`config.mk`:
```
export PLATFORM = sky130hd
export DESIGN_NAME = scoreboard_regfile
export DESIGN_NICKNAME = d
export VERILOG_FILES = /design/src/rtl/scoreboard_regfile.sv
export SDC_FILE = /design/constraint.sdc
export NUM_CORES = 2
export LEC_CHECK = 0
export BUFFER_PORTS_ARGS = -buffer_cell sky130_fd_sc_hd__buf_4
export CAP_MARGIN = 20
export CORE_ASPECT_RATIO = 1.2
export CORE_MARGIN = 2
export CORE_UTILIZATION = 50
export CTS_CLUSTER_DIAMETER = 40
export DETAILED_ROUTE_END_ITERATION = 8
export GPL_TIMING_DRIVEN = 1
export HOLD_SLACK_MARGIN = 0.12
export PLACE_DENSITY_LB_ADDON = 0.15
export SETUP_SLACK_MARGIN = 0.5
export SLEW_MARGIN = 20
export SYNTH_ARGS = -nofsm -noshare
export SYNTH_HDL_FRONTEND = slang
export SYNTH_SLANG_ARGS = --single-unit
```
`constraint.sdc`:
```
create_clock -name clk -period 3.2 [get_ports clk]
set_clock_uncertainty 0.2 [all_clocks]
set_input_delay 0 -clock clk [delete_from_list [all_inputs] [get_ports clk]]
set_output_delay 0 -clock clk [all_outputs]
set_load 0.05 [all_outputs]
```
`src/rtl/scoreboard_regfile.sv`:
```
// Integer register file with a per-register pending scoreboard and a sequential clear engine.
// Optional macro SCOREBOARD_BYPASS_EN forwards same-cycle writeback data and pending release to the read ports.
module scoreboard_regfile #(
  parameter int XLEN = 32,
  parameter int AW   = 5
) (
  input  logic            clk,
  input  logic            rst,
  input  logic            RegWrite,
  input  logic [AW-1:0]   WriteReg,
  input  logic [XLEN-1:0] WriteData,
  input  logic [AW-1:0]   ReadReg1,
  input  logic [AW-1:0]   ReadReg2,
  output logic [XLEN-1:0] ReadData1,
  output logic [XLEN-1:0] ReadData2,
  input  logic            issue_valid,
  input  logic [AW-1:0]   issue_rd,
  output logic            busy1,
  output logic            busy2,
  input  logic            clear_req,
  output logic            clear_busy
);

  localparam int NREGS = 1 << AW;
  localparam logic [AW-1:0] LAST_IDX = AW'(NREGS - 1);
  localparam logic [AW-1:0] FIRST_IDX = AW'(1);

  typedef enum logic {
    IDLE,
    CLEAR
  } state_t;

  state_t          state;
  logic [AW-1:0]   idx;
  logic [XLEN-1:0] regs [1:NREGS-1];
  logic [NREGS-1:1] pend;

  logic idle;
  logic wr_hit;
  logic wr_en;
  logic iss_en;

  assign idle   = (state == IDLE);
  assign wr_hit = RegWrite && (WriteReg != '0);
  // A clear request in IDLE discards the writeback and issue of that same cycle.
  assign wr_en  = idle && !clear_req && wr_hit;
  assign iss_en = idle && !clear_req && issue_valid && (issue_rd != '0);

  // NOTE: the storage array is reset because a mid-clear reset must leave the whole file zero;
  // a plain RAM macro could not be used here, which is acceptable for a small register file.
  always_ff @(posedge clk or negedge rst) begin
    if (!rst) begin
      state <= IDLE;
      idx   <= FIRST_IDX;
      pend  <= '0;
      for (int i = 1; i < NREGS; i++) begin
        regs[i] <= '0;
      end
    end else begin
      // NOTE: non-blocking assignments throughout, so the later pend set overrides the earlier clear.
      case (state)
        IDLE: begin
          if (clear_req) begin
            state <= CLEAR;
            idx   <= FIRST_IDX;
            pend  <= '0;
          end else begin
            if (wr_en) begin
              regs[WriteReg] <= WriteData;
              pend[WriteReg] <= 1'b0;
            end
            if (iss_en) begin
              pend[issue_rd] <= 1'b1;
            end
          end
        end
        CLEAR: begin
          regs[idx] <= '0;
          if (idx == LAST_IDX) begin
            state <= IDLE;
            idx   <= FIRST_IDX;
          end else begin
            idx <= idx + FIRST_IDX;
          end
        end
        default: begin
          state <= IDLE;
          idx   <= FIRST_IDX;
        end
      endcase
    end
  end

  assign clear_busy = (state == CLEAR);

  // NOTE: every output gets a default first in always_comb so no latch can be inferred.
  always_comb begin
    ReadData1 = '0;
    busy1     = 1'b0;
    if (!idle) begin
      busy1 = 1'b1;
    end else if (ReadReg1 != '0) begin
      ReadData1 = regs[ReadReg1];
      busy1     = pend[ReadReg1];
`ifdef SCOREBOARD_BYPASS_EN
      if (wr_hit && (ReadReg1 == WriteReg)) begin
        ReadData1 = WriteData;
        busy1     = issue_valid && (issue_rd == WriteReg);
      end
`endif
    end
  end

  always_comb begin
    ReadData2 = '0;
    busy2     = 1'b0;
    if (!idle) begin
      busy2 = 1'b1;
    end else if (ReadReg2 != '0) begin
      ReadData2 = regs[ReadReg2];
      busy2     = pend[ReadReg2];
`ifdef SCOREBOARD_BYPASS_EN
      if (wr_hit && (ReadReg2 == WriteReg)) begin
        ReadData2 = WriteData;
        busy2     = issue_valid && (issue_rd == WriteReg);
      end
`endif
    end
  end

endmodule

```
Yosys cells after proc, flatten, opt, wreduce, memory -nomap -nowiden
Index checks and enable logic that the tools add are counted.

word-level totals
  register bits after elaboration = 1029
  input port bits = 57
  output and inout port bits = 67
  logic and storage cells = 117

cells by class
  $add $sub $neg = 1
  order comparisons = 12
  equality and inequality tests = 4
  muxes and demuxes = 41
  bitwise operators = 10
  reduce and logical (&&, ||, !) cells = 15

operator list
  kind                                                                number
  2-to-1 mux 992 bit                                                  2
  case mux 992 bit (2 select lines)                                   1
  AND 992 bit                                                         1
  bitwise mux 992 bit                                                 1
  NOT 992 bit                                                         1
  binary-select mux 32 bit (select 5 bit)                             2
  demux 32 bit (select 5 bit)                                         2
  2-to-1 mux 32 bit                                                   10
  2-to-1 mux 31 bit                                                   5
  AND 31 bit                                                          1
  NOT 31 bit                                                          1
  OR 31 bit                                                           1
  greater-or-equal comparator 6 bit (second input constant)           4
  less-than comparator 5 x 6 -> 1 bit (second input constant)         4
  NOT 5 -> 6 bit                                                      4
  nonzero test 5 bit                                                  4
  less-than comparator 6 x 1 -> 1 bit (second input constant)         2
  binary-select mux 1 bit (select 5 bit)                              2
  demux 1 bit (select 5 bit)                                          2
  greater-or-equal comparator 5 x 1 -> 1 bit (second input constant)  2
  2-to-1 mux 1 bit                                                    10
  2-to-1 mux 5 bit                                                    2
  case mux 5 bit (2 select lines)                                     1
  logical AND 1 bit                                                   9
  8 further kinds                                                     9

Depth between registers and ports, before layout
  word-level depth = 12
  depth in mapped cells = 10
  mapped depth without buffers = 6

Worst setup path before layout
Ideal clock, no wire load.

  path kind = register to output
  start point = register state, in the netlist clear_busy
  end point = output port busy2
  arrival time = 2911 ps
  required time = 3000 ps
  slack = 89 ps
  stages on the path, launching flop included = 7
  path buffers = 1
  cells stage by stage = dfrtp_1 clkbuf_1 nor2b_1 and4_1 a311oi_1 o21ai_0 a221oi_1

between the ends
  longest elaborated chain between the ends = 1

RTL lines
  item                    line  RTL
  start, declared         33    state_t state;
  start signal, assigned  53    state <= IDLE;
  start signal, assigned  64    state <= CLEAR;
  start signal, assigned  80    state <= IDLE;
  2-to-1 mux 1 bit        117   if (!idle) begin
  end, declared           19    output logic busy2,

Every way passes these cells.

Final worst setup path
  start point = input port ReadReg1[2]
  end point = output port ReadData1[24]

between the ends
  longest elaborated chain between the ends = 6
  elaborated cells on any way between the ends = 7
  those cells by class = mux: 5; bitwise: 1; reduce/logical: 1

RTL lines
  item                                                   line  RTL
  start, declared                                        12    input logic [AW-1:0] ReadReg1,
  NOT 5 -> 6 bit (implied by the code)                   103   ReadData1 = regs[ReadReg1];
  binary-select mux 32 bit (select 5 bit)                103
  2-to-1 mux 32 bit (implied by the code) (2 in series)  103
  2-to-1 mux 32 bit (*)                                  102   end else if (ReadReg1 != '0) begin
  2-to-1 mux 32 bit (*)                                  100   if (!idle) begin
  end, declared                                          14    output logic [XLEN-1:0] ReadData1,

Mark *: on every way between the ends. The rest lies on a longest branch, timed or not. The select of a mux whose other input is x is not followed.

==> results.toml <==
[worst_setup_path]
critical_path_class = "in2out"
start_kind = "input pin"
crit_required_ns = 3.00
crit_path_end_kind = "output pin"
crit_fanout = 60
arrival_ns = 2.96

[placement]
gp_congestion = 0.941
port_buffers = 123
place_inst = 6345
dpl_worst_slack_ns = 0.257
place_area_mm2 = 0.0599
hpwl_mm = 128

[final_layout]
nNetsFinal = 5350
final_area_mm2 = 0.0710
syn2layout_area_growth_pct = 26.8
fin_util_pct = 63.8
drive_gt1_share_pct = 30.2
final_cells = 6909

[sta]
timing.hold.ws_ns = 0.171
slew_viol_final = 5
post-route-worst-setup-slack_ns = 0.0380
fin_crit_sh_pct = 98.8
finalCriticalPeriod_ns = 3.16
grt_setup_unrepaired = "true"
worstMarginPinSlew_ns = 1.53
setup_violations = 0
final_hold_viol_count = 0
fmax_mhz = 316
finalSetupTns_ns = 0
slew_headroom_pct = -2.58

[clocking]
cts.path.max_buffers = 3
cts_tree = "done"
cts.sinks = 1029
cts.clk_slew.worst_paths_ns = 0.05
htree_levels = 4
numCtsBuffers = 145
clockRootBuffer = "clkbuf_16"
worstSkewPairLatency_ns = 0.79

[synth]
synthTopCellsByCount = "1115 x nand2_1, 1028 x dfrtp_1, 486 x a22o_1, 453 x o21ai_0, 420 x mux4_2"
synth.distinct_cells = 67
yosysTopAreaCell = "dfrtp_1"
yosysSeqAreaShare_pct = 46.0
synthTopCellsByArea = "dfrtp_1 46%, mux4_2 17%, a22o_1 7.6%, nand2_1 7.5%, o21ai_0 4.1%"
synth_ff_type = "dfrtp_1"
ys_seq_elements = 1029
netlist.area_leader.share_pct = 46.0
synth_edf_count = 0
async_reset_ff_share_pct = 100
syn_nets = 5106
synth.most_common_cell = "nand2_1"
synth_area_mm2 = 0.0560
syn_area_per_cell_um2 = 11.1
syn-instance-count = 5044
yosysWarnings = 0

[detailed_routing]
drc_errors = 0
viasPerCell = 7.13
finalWirelength_mm = 241
num_vias = 49200
wl_per_cell_um = 34.8
antenna_left = 0
drt-initial-drc-count = 7347
dr.pass1.iters = 6

[die]
die-area_mm2 = 0.115
die_y_um = 370
pin_count = 124
die_x_um = 309
core_mm2 = 0.111
start_util_pct = 50.3
num_rows = 134

[grt]
grt_pass1_wl_mm = 337
antenna_found_initial = 9
grt_pass1_vias = 48100
grt_max_degree = 104
track_usage_pct = 40.8
grt.overflow.total = 0

[power_and_ir_drop]
power_mw = 47.7
power_density_mw_per_mm2 = 673
ir_drop_v = 0.000493
p_leak_nw = 30.9

[worst_hold_path]
min_path_type = "in2reg"

[outcome]
violations = "capacitance limit, slew limit"
status = "finished with violations"

[run]
max_cap_viol_count = 1
## worst max-delay path: stages
cell and delay [ns]:
buf_8 0.22, nor3_1 1.29, a211o_2 0.79, a31oi_2 0.29
buf_6 0.24
## area by class of cell
class | count | area, um^2
Fill cell | 8287 | 40200
Multi-Input combinational cell | 3438 | 30100
Sequential cell | 1029 | 25800
Timing Repair Buffer | 660 | 7990
Clock buffer | 172 | 3920
Tap cell | 1496 | 1870
Clock inverter | 93 | 1250
Inverter | 14 | 52.6
Antenna cell | 7 | 17.5
## path summary, 6_finish.rpt
| path | startpoint | to | slack (ns) | depth (start not counted) |
|---|---|---|---|---|
| worst min register to register | regs[108]$_DFFE_PN0P_ | regs[108]$_DFFE_PN0P_ | 0.31 | 1 |
| min in group asynchronous | rst | regs[108]$_DFFE_PN0P_ | 0.33 | 4 |
| max in group asynchronous | rst | regs[764]$_DFFE_PN0P_ | 1.50 | 6 |
| worst min-delay path | issue_valid | pend[1]$_DFFE_PN0N_ | 0.17 | 6 |
| worst max register to register | idx[2]$_DFFE_PN0P_ | regs[86]$_DFFE_PN0P_ | 0.23 | 5 |
| worst max-delay path | ReadReg1[2] | ReadData1[24] | 0.04 | 5 |
## power breakdown
| part | internal, mW | switching [mW] | leakage, nW |
|---|---|---|---|
| logic | 5.29 | 6.87 | 14.8 |
| clock network | 10.6 | 6.68 | 2.49 |
| registers | 15.9 | 2.43 | 13.6 |
| total | 31.8 | 16.0 | 30.9 |
## kinds of logic (layout without fill, tap and decap cells)
family	after synthesis	after routing	synth area share, %
XOR/XNOR	2	2	0.0313
other	0	7	0
AND/OR/NAND/NOR	1437	1438	10.9
AO/OA/AOI/OAI	1287	1291	16.6
flip-flops	1029	1029	46.0
buffers and inverters	582	939	4.26
multiplexers	702	702	22.2
adder cells (fa/ha/maj)	5	5	0.112
## flip-flops by register name, summed over array words and instances (netlist names)
| signal | flops |
|---|---|
| regs | 992 |
| idx | 5 |
| clear_busy | 1 |
| pend | 31 |
## metal layers
metal | GRT usage, % | share of wire, %
met4 | 31.4 | 9.0
met5 | 1.18 | 0.015
met3 | 12.5 | 13
met1 | 51.1 | 35
met2 | 59.3 | 44
## placed cells by master, fill, tap and decap left out, drive strengths merged, types with 46 or more instances in the layout
cell type    count
nand2         1115
dfrtp         1028
buf            534
a22o           486
o21ai          453
mux4           420
clkbuf         195
mux2i          185
nand3          133
dlygate4sd3    101
mux2            97
a221oi          79
a21oi           50
a221o           46
## what timing repair did
item / CTS / global route
setup endpoints to repair: 75 / 325
setup buffers: 60 / 69
hold buffers: 126 / 0
gates cloned: 8 / 29
hold endpoints to repair: 2058 / 0
pin swaps: 49 / 44
resized for setup: 330 / 190
(Power assumes the default switching activity.)
